==> config.mk <==
export PLATFORM = sky130hd
export DESIGN_NAME = vend_txn_fsm
export DESIGN_NICKNAME = d
export VERILOG_FILES = /design/src/rtl/vend_txn_fsm.sv
export SDC_FILE = /design/constraint.sdc
export NUM_CORES = 1
export LEC_CHECK = 0
export ABC_AREA = 1
export BUFFER_PORTS_ARGS = -buffer_cell sky130_fd_sc_hd__buf_2
export CAP_MARGIN = 10
export CORE_UTILIZATION = 35
export DETAILED_ROUTE_END_ITERATION = 10
export PLACE_DENSITY = 0.59
export SETUP_SLACK_MARGIN = 0.15
export SKIP_CTS_REPAIR_TIMING = 1
export SYNTH_ARGS = -nofsm -noshare
export SYNTH_HDL_FRONTEND = slang
export SYNTH_SLANG_ARGS = --single-unit
==> constraint.sdc <==
create_clock -name i_clk -period 3.4 [get_ports i_clk]
set_input_delay 0.17 -clock i_clk [delete_from_list [all_inputs] [get_ports i_clk]]
set_output_delay 0.17 -clock i_clk [all_outputs]
set_load 0.005 [all_outputs]
==> src/rtl/vend_txn_fsm.sv <==
// rtl/vend_txn_fsm.sv - vending transaction controller: key event conditioning plus
// slot/quantity/payment sequencing with dispense, refund and stock-error strobes.
`timescale 1ns/1ps
module vend_txn_fsm #(
  parameter int PRICE   = 3,
  parameter int TIMEOUT = 500_000_000
) (
  input  logic        i_clk,
  input  logic        i_rst_n,
  input  logic [2:0]  key_val,
  input  logic        key_ensure,
  input  logic        key_back,
  input  logic [20:0] stock,
  output logic [2:0]  state,
  output logic [2:0]  slot,
  output logic [2:0]  qty,
  output logic [5:0]  due,
  output logic [5:0]  paid,
  output logic [5:0]  change,
  output logic        dispense_pulse,
  output logic        refund_pulse,
  output logic        err_stock
);

  localparam int TW = $clog2(TIMEOUT + 1);
  localparam logic [TW-1:0] TMO_LAST = TW'(TIMEOUT - 1);

  localparam logic [2:0] S_IDLE   = 3'd0;
  localparam logic [2:0] S_QTY    = 3'd1;
  localparam logic [2:0] S_PAY    = 3'd2;
  localparam logic [2:0] S_DISP   = 3'd3;
  localparam logic [2:0] S_REFUND = 3'd4;

  logic [4:0]    sync1, sync2, hist;
  logic [2:0]    hist2;
  logic [TW-1:0] tmo;
  logic [2:0]    dig, stk_dig, stk_slot;
  logic          dig_ev, ens_ev, back_ev, tmo_hit, accepted, go_idle;
  logic [2:0]    stk_arr [8];
  logic [6:0]    psum;

  logic [2:0] n_state, n_slot, n_qty;
  logic [5:0] n_due, n_paid, n_change;
  logic       n_disp, n_ref, n_err;

  // Slot 0 means "no slot" and always reads as empty.
  assign stk_arr[0] = 3'd0;
  assign stk_arr[1] = stock[2:0];
  assign stk_arr[2] = stock[5:3];
  assign stk_arr[3] = stock[8:6];
  assign stk_arr[4] = stock[11:9];
  assign stk_arr[5] = stock[14:12];
  assign stk_arr[6] = stock[17:15];
  assign stk_arr[7] = stock[20:18];

  // A digit counts once: stable for two samples after a zero sample.
  assign dig      = sync2[2:0];
  assign dig_ev   = (dig != 3'd0) && (dig == hist[2:0]) && (hist2 == 3'd0);
  assign ens_ev   = sync2[3] & ~hist[3];
  assign back_ev  = sync2[4] & ~hist[4];
  assign stk_dig  = stk_arr[dig];
  assign stk_slot = stk_arr[slot];
  assign tmo_hit  = ((state == S_QTY) || (state == S_PAY)) && (tmo == TMO_LAST);
  assign psum     = {1'b0, paid} + {4'd0, dig};

  always_comb begin
    n_state  = state;
    n_slot   = slot;
    n_qty    = qty;
    n_due    = due;
    n_paid   = paid;
    n_change = change;
    n_disp   = 1'b0;
    n_ref    = 1'b0;
    n_err    = 1'b0;
    accepted = 1'b0;
    go_idle  = 1'b0;
    case (state)
      S_IDLE: begin
        if (dig_ev) begin
          if (stk_dig != 3'd0) begin
            n_state  = S_QTY;
            n_slot   = dig;
            n_qty    = 3'd0;
            n_paid   = 6'd0;
            accepted = 1'b1;
          end else begin
            n_err = 1'b1;
          end
        end
      end
      S_QTY: begin
        if (back_ev) begin
          accepted = 1'b1;
          go_idle  = 1'b1;
        end else if (ens_ev && (qty != 3'd0)) begin
          accepted = 1'b1;
          n_due    = 6'(int'(qty) * PRICE);
          n_state  = S_PAY;
        end else if (dig_ev) begin
          if (dig <= stk_slot) begin
            n_qty    = dig;
            accepted = 1'b1;
          end else begin
            n_err = 1'b1;
          end
        end
        if (tmo_hit && !accepted) go_idle = 1'b1;
      end
      S_PAY: begin
        // Back and timeout outrank completion; a coin arriving with the timeout wins.
        if (back_ev || (tmo_hit && !dig_ev)) begin
          accepted = back_ev;
          if (paid != 6'd0) begin
            n_state = S_REFUND;
            n_ref   = 1'b1;
          end else begin
            go_idle = 1'b1;
          end
        end else if (paid >= due) begin
          n_state  = S_DISP;
          n_disp   = 1'b1;
          n_change = paid - due;
        end else if (dig_ev) begin
          n_paid   = psum[6] ? 6'd63 : psum[5:0];
          accepted = 1'b1;
        end
      end
      default: go_idle = 1'b1;
    endcase
    if (go_idle) begin
      n_state  = S_IDLE;
      n_slot   = 3'd0;
      n_qty    = 3'd0;
      n_due    = 6'd0;
      n_paid   = 6'd0;
      n_change = 6'd0;
    end
  end

  always_ff @(posedge i_clk or negedge i_rst_n) begin
    if (!i_rst_n) begin
      sync1          <= '0;
      sync2          <= '0;
      hist           <= '0;
      hist2          <= '0;
      tmo            <= '0;
      state          <= S_IDLE;
      slot           <= '0;
      qty            <= '0;
      due            <= '0;
      paid           <= '0;
      change         <= '0;
      dispense_pulse <= 1'b0;
      refund_pulse   <= 1'b0;
      err_stock      <= 1'b0;
    end else begin
      sync1          <= {key_back, key_ensure, key_val};
      sync2          <= sync1;
      hist           <= sync2;
      hist2          <= hist[2:0];
      state          <= n_state;
      slot           <= n_slot;
      qty            <= n_qty;
      due            <= n_due;
      paid           <= n_paid;
      change         <= n_change;
      dispense_pulse <= n_disp;
      refund_pulse   <= n_ref;
      err_stock      <= n_err;
      if (((state != S_QTY) && (state != S_PAY)) || accepted || (n_state != state))
        tmo <= '0;
      else
        tmo <= tmo + TW'(1);
    end
  end

endmodule

Word level (Yosys, flattened, before mapping)
Index checks and enable logic that the tools add are counted.
{"block": "op_classes", "add_sub_neg": 3, "magnitude_cmp": 4, "muxes": 73, "bitwise_logic": 6, "mul": 1, "shifts": 0, "n_eq_ne": 18, "reduce_logical": 33, "div": 0}
{"op": "$mux W6", "count": 15}
{"op": "$mux W3", "count": 23}
{"op": "$add A29 B1 Y29 const B", "count": 1}
{"op": "$eq A29 B29 Y1 const B", "count": 1}
{"op": "$mux W29", "count": 1}
{"op": "$mux W1", "count": 26}
{"op": "$ne A3 B3 Y1 const B", "count": 8}
{"op": "$bmux W3 S3", "count": 2}
{"op": "$reduce_bool A3 Y1", "count": 5}
{"op": "$reduce_bool A2 Y1", "count": 7}
{"op": "$pmux W6 S2", "count": 1}
{"op": "$pmux W3 S3", "count": 1}
{"op": "$reduce_and A3 Y1", "count": 3}
{"op": "$ge A4 B4 Y1 const B", "count": 2}
{"op": "$not A3 Y4", "count": 2}
{"op": "$add A6 B3 Y7", "count": 1}
{"op": "$logic_and A1 B1 Y1", "count": 7}
{"op": "$reduce_and A7 Y1", "count": 1}
{"op": "$ge A6 B6 Y1", "count": 1}
{"op": "$logic_not A3 Y1", "count": 2}
{"op": "$ne A3 B2 Y1 const B", "count": 2}
{"op": "$pmux W1 S3", "count": 2}
{"op": "$pmux W3 S2", "count": 1}
{"op": "$reduce_and A6 Y1", "count": 1}
{"op": "other kinds (16)", "count": 22}
{"block": "totals", "inputBits": 28, "mem_bits_ro": 0, "word_cells": 152, "out_inout_bits": 30, "memories": 0, "regBits": 77, "mem_bits_rw": 0, "latchBits": 0}

Logic depth before layout (Yosys ltp)
{"block": "depth", "depth_word": 18, "ltp_mapped": 23, "mapped_depth_nobuf": 22}

Worst setup path before layout
No wires, ideal clock.
{"block": "synth_timing", "path_kind": "register to register", "from": "register slot[0]", "to": "register tmo[14]", "required_time_ns": 3.276, "n_path_buf": 4, "setup_slack_ns": 0.552, "path_stages_with_launch": 20, "t_arrival_ns": 2.724, "period_less_slack_ns": 2.848, "setup_time_ns": 0.124, "cell_sequence": "dfrtp_1 -> clkbuf_1 -> clkbuf_1 -> a31oi_1 -> a32o_1 -> ha_1 -> a21oi_1 -> nand2_1 -> nand2_1 -> nand4_1 -> nand2_1 -> nand2_1 -> nand2_2 -> nand3_4 -> nor2_2 -> nand2_1 -> nand3_2 -> buf_6 -> buf_12 -> nor2_4"}
{"block": "synth_via", "elab_chain_cells": 18, "word_cells_on_any_way": 20, "cone_classes": "order compare: 1; eq/ne: 1; mux: 13; bitwise: 1; reduce/logical: 4"}
{"item": "start, declared", "line_no": "15", "source": "output logic [2:0] slot,"}
{"item": "start signal, assigned", "line_no": "163", "source": "slot <= n_slot;"}
{"item": "$not A3 Y4 (implied by the code)", "line_no": "62", "source": "assign stk_slot = stk_arr[slot];"}
{"item": "$bmux W3 S3", "line_no": "62"}
{"item": "$mux W3 (implied by the code) (2 in series)", "line_no": "62"}
{"item": "$le A3 B3 Y1", "line_no": "101", "source": "if (dig <= stk_slot) begin"}
{"item": "$mux W1", "line_no": "101"}
{"item": "$mux W1", "line_no": "100", "source": "end else if (dig_ev) begin"}
{"item": "$mux W1", "line_no": "96", "source": "end else if (ens_ev && (qty != 3'd0)) begin"}
{"item": "$mux W1", "line_no": "93", "source": "if (back_ev) begin"}
{"item": "(+2 left out)"}
{"item": "$logic_and A1 B1 Y1", "line_no": "108", "source": "if (tmo_hit && !accepted) go_idle = 1'b1;"}
{"item": "$mux W1", "line_no": "108"}
{"item": "$pmux W1 S3", "line_no": "78", "source": "case (state)"}
{"item": "$mux W3", "line_no": "131", "source": "if (go_idle) begin"}
{"item": "named net n_state[0]", "line_no": "42", "source": "logic [2:0] n_state, n_slot, n_qty;"}
{"item": "$ne A3 B3 Y1", "line_no": "171", "source": "if (((state != S_QTY) && (state != S_PAY)) || accepted || (n_state != state))"}
{"item": "$logic_or A1 B1 Y1", "line_no": "171"}
{"item": "$mux W29", "line_no": "171"}
{"item": "end signal, assigned", "line_no": "174", "source": "tmo <= tmo + TW'(1);"}
{"item": "end, declared", "line_no": "36", "source": "logic [TW-1:0] tmo;"}
The timed path passes the listed nets, and every way through them passes these cells. The select of a mux whose other input is x is not followed.
A chain may end at the register's enable or synchronous reset.

Worst setup path after layout
{"block": "layout_timing", "from": "register slot[1]", "to": "register tmo[2]"}
Same word-level chain as after synthesis.

==> out/qor.yml <==
status: "finished with violations"
violations: "negative hold slack"
power.density_mw_per_mm2: 650
start_util_pct: 36.0
cp_slowest_cell: "dfrtp_2"
worst_pin_slew_ps: 949
clkTransAtPathRegs_ps: 60
layout_min_cycle_time_ps: 2960
dp_slack_ps: 185
cp.required_ps: 3620
worst_slack_ps: 439
core_region_area_mm2: 0.0127
leakagePower_nw: 2.58
grt_pass1_wl_um: 17500
ant_nets: 0
crit_path_end_kind: "flop"
netlist_area_mm2: 0.00456
dr.pass1.iters: 4
cp.arrival_ps: 3190
syn_inst: 573
antennaDiodeCount: 0
chipWidth_um: 116
cts_tree: "built"
crit_chain: "clkinvlp_4 > a21oi_1 > o21ai_0 > a32o_1 > ha_1 > a21oi_1 > nand2_1 > nand2_1 > nand4_1 > nand2_1 > nand2_1 > nand2_2 > nand3_4 > nor2_2 > nand2_1 > nand3_2 > buf_12 > nor2_1"
synth_nets: 620
max_slew_margin_pct: 36.8
nets: 687
ys_seq_elements: 76
overflow: 0
clk_latency_ps: 340
cts-root-buf: "clkbuf_16"
ys.flop_type: "dfrtp_1"
routed_via_density: 4.73
dp_hpwl_um: 7600
grtUsageTotal_pct: 16.8
fin_util_pct: 43.0
wirelength_um: 10100
setup_tns_ps: 0
cts_sinks: 76
drv_slew: 0
maxCapViolCount: 0
post-route-period-util_pct: 87.1
synth_top_cell_by_area: "dfrtp_1"
clockBufferDepth: 2
setup_viol: 0
async_reset_ff_share_pct: 100
drcViolationCount: 0
path_class: "flop to flop"
hp-class: "input port to async pin"
fin_hold_ws_ps: -11.3
syn_area_per_cell_um2: 7.96
layout-drive-gt1-share_pct: 19.5
rsz0062_at_grt: "false"
die_area_mm2: 0.0135
synth_edf_count: 0
hold_violations: 33
cts_made_buffers: 9
grt_pass1_vias: 3800
cpPeakStageDelay_ps: 430
die_h_um: 116
grt_max_degree: 77
place.gp.congestion: 0.840
area_growth_pct: 19.5
synthDistinctLibCells: 41
synth_area_leaders: "dfrtp_1, nand2_1, nor2_1, inv_1, ha_1"
ir_drop_uv: 234
antenna_found_initial: 0
io_pins: 58
h-tree-depth: 3
drtIter0Drc: 112
fin_skew_ps: 4.97
ys_warn_count: 0
crit_fanout: 29
port_buffers: 56
crit_path_frequent_cell: "nand2_1"
cp_num_buf_inv: 2
critPathLaunchType: "flop"
fmax_mhz: 338
cp_top_family: "simple AND/OR/NAND/NOR gates"
routedWlPerCell_um: 12.4
ys_seq_area_share_pct: 41.7
synth_top_area_share_pct: 41.7
fp-row-count: 41
vias: 3868
-- worst paths after layout --
| check | startpoint | end | slack (ps) | cells past startpoint |
|---|---|---|---|---|
| worst max-delay path | slot[1] | tmo[2] | 440 | 18 |
| worst min-delay path | i_rst_n | sync1[3] | -10 | 1 |
| worst max register to register | slot[1] | tmo[2] | 440 | 18 |
| worst min register to register | sync1[1] | sync2[1] | 350 | 0 |
| max in group asynchronous | i_rst_n | slot[1] | 2760 | 1 |
| min in group i_clk | sync1[1] | sync2[1] | 350 | 0 |
-- synthesized netlist by cell type (12+ instances only) --
cell / count
nand3_1: 36
inv_1: 79
o21ai_0: 22
xor2_1: 15
nand4_1: 12
nor2_1: 82
nor2_4: 12
ha_1: 16
nand2_1: 109
a21oi_1: 25
dfrtp_1: 76
-- metrics by stage --
stage | area [um2] | std cells | total power, mW
floorplan | 4560 | 573 | 2.05
finish | 5450 | 817 | 3.54
global placement | 5010 | 792 | 2.39
CTS | 5360 | 808 | 3.54
global route | 5450 | 817 | 3.83
detailed placement | 5010 | 792 | 2.41
-- cell usage in the layout (no fill, tap or decap), drive strengths merged --
cell,n
clkinvlp,1
a21oi,25
nand2,118
dfrtp,76
or2,2
nor3,10
fa,3
o21bai,1
buf,61
clkbuf,9
a31oi,3
ha,16
xnor2,8
nand4,12
o22ai,4
a32oi,1
nor2,99
o31ai,3
conb,1
xor2,15
nor4,5
bufinv,3
o2111ai,2
a32o,2
o21a,1
inv,88
nand3,42
o21ai,27
clkinv,2
dlygate4sd3,5
-- metal layers --
layer / routed length (um) / up-vias / GRT usage [%]
met4: 254 / 0 / 6.75
met1: 4780 / 1789 / 21.1
met5: 0 / - / 0
li1: - / 1969 / -
met2: 4660 / 86 / 26.9
met3: 452 / 24 / 4.93
-- cells by family (layout without fill, tap and decap cells) --
logic type,count (synthesis),count (layout),synth area share [%]
adder cells (fa/ha/maj),19,19,5.70
other,1,1,0.0822
flip-flops,76,76,41.7
AO/OA/AOI/OAI,69,69,8.58
AND/OR/NAND/NOR,288,288,30.7
XOR/XNOR,23,23,4.42
buffers and inverters,97,169,8.78
-- cell type report --
cell class	instances	area [um2]
Fill cell	1316	7220
Multi-Input combinational cell	400	2270
Sequential cell	76	1900
Timing Repair Buffer	66	383
Inverter	87	335
Clock buffer	9	225
Tap cell	172	215
Clock inverter	7	121
-- power by group --
part | total (mW) | internal [mW] | leakage [nW] | switching (mW)
Sequential | 1.14 | 1.02 | 1.01 | 0.126
Combinational | 1.29 | 0.492 | 1.40 | 0.801
Clock | 1.11 | 0.722 | 0.170 | 0.385
-- registers in the layout (all words and copies together), names as in the netlist --
signal / count
refund_pulse: 1
hist: 5
slot: 3
hist2: 3
err_stock: 1
qty: 3
paid: 6
sync1: 5
state: 3
dispense_pulse: 1
sync2: 5
due: 5
tmo: 29
change: 6
Power figures use the tool's default switching activity.
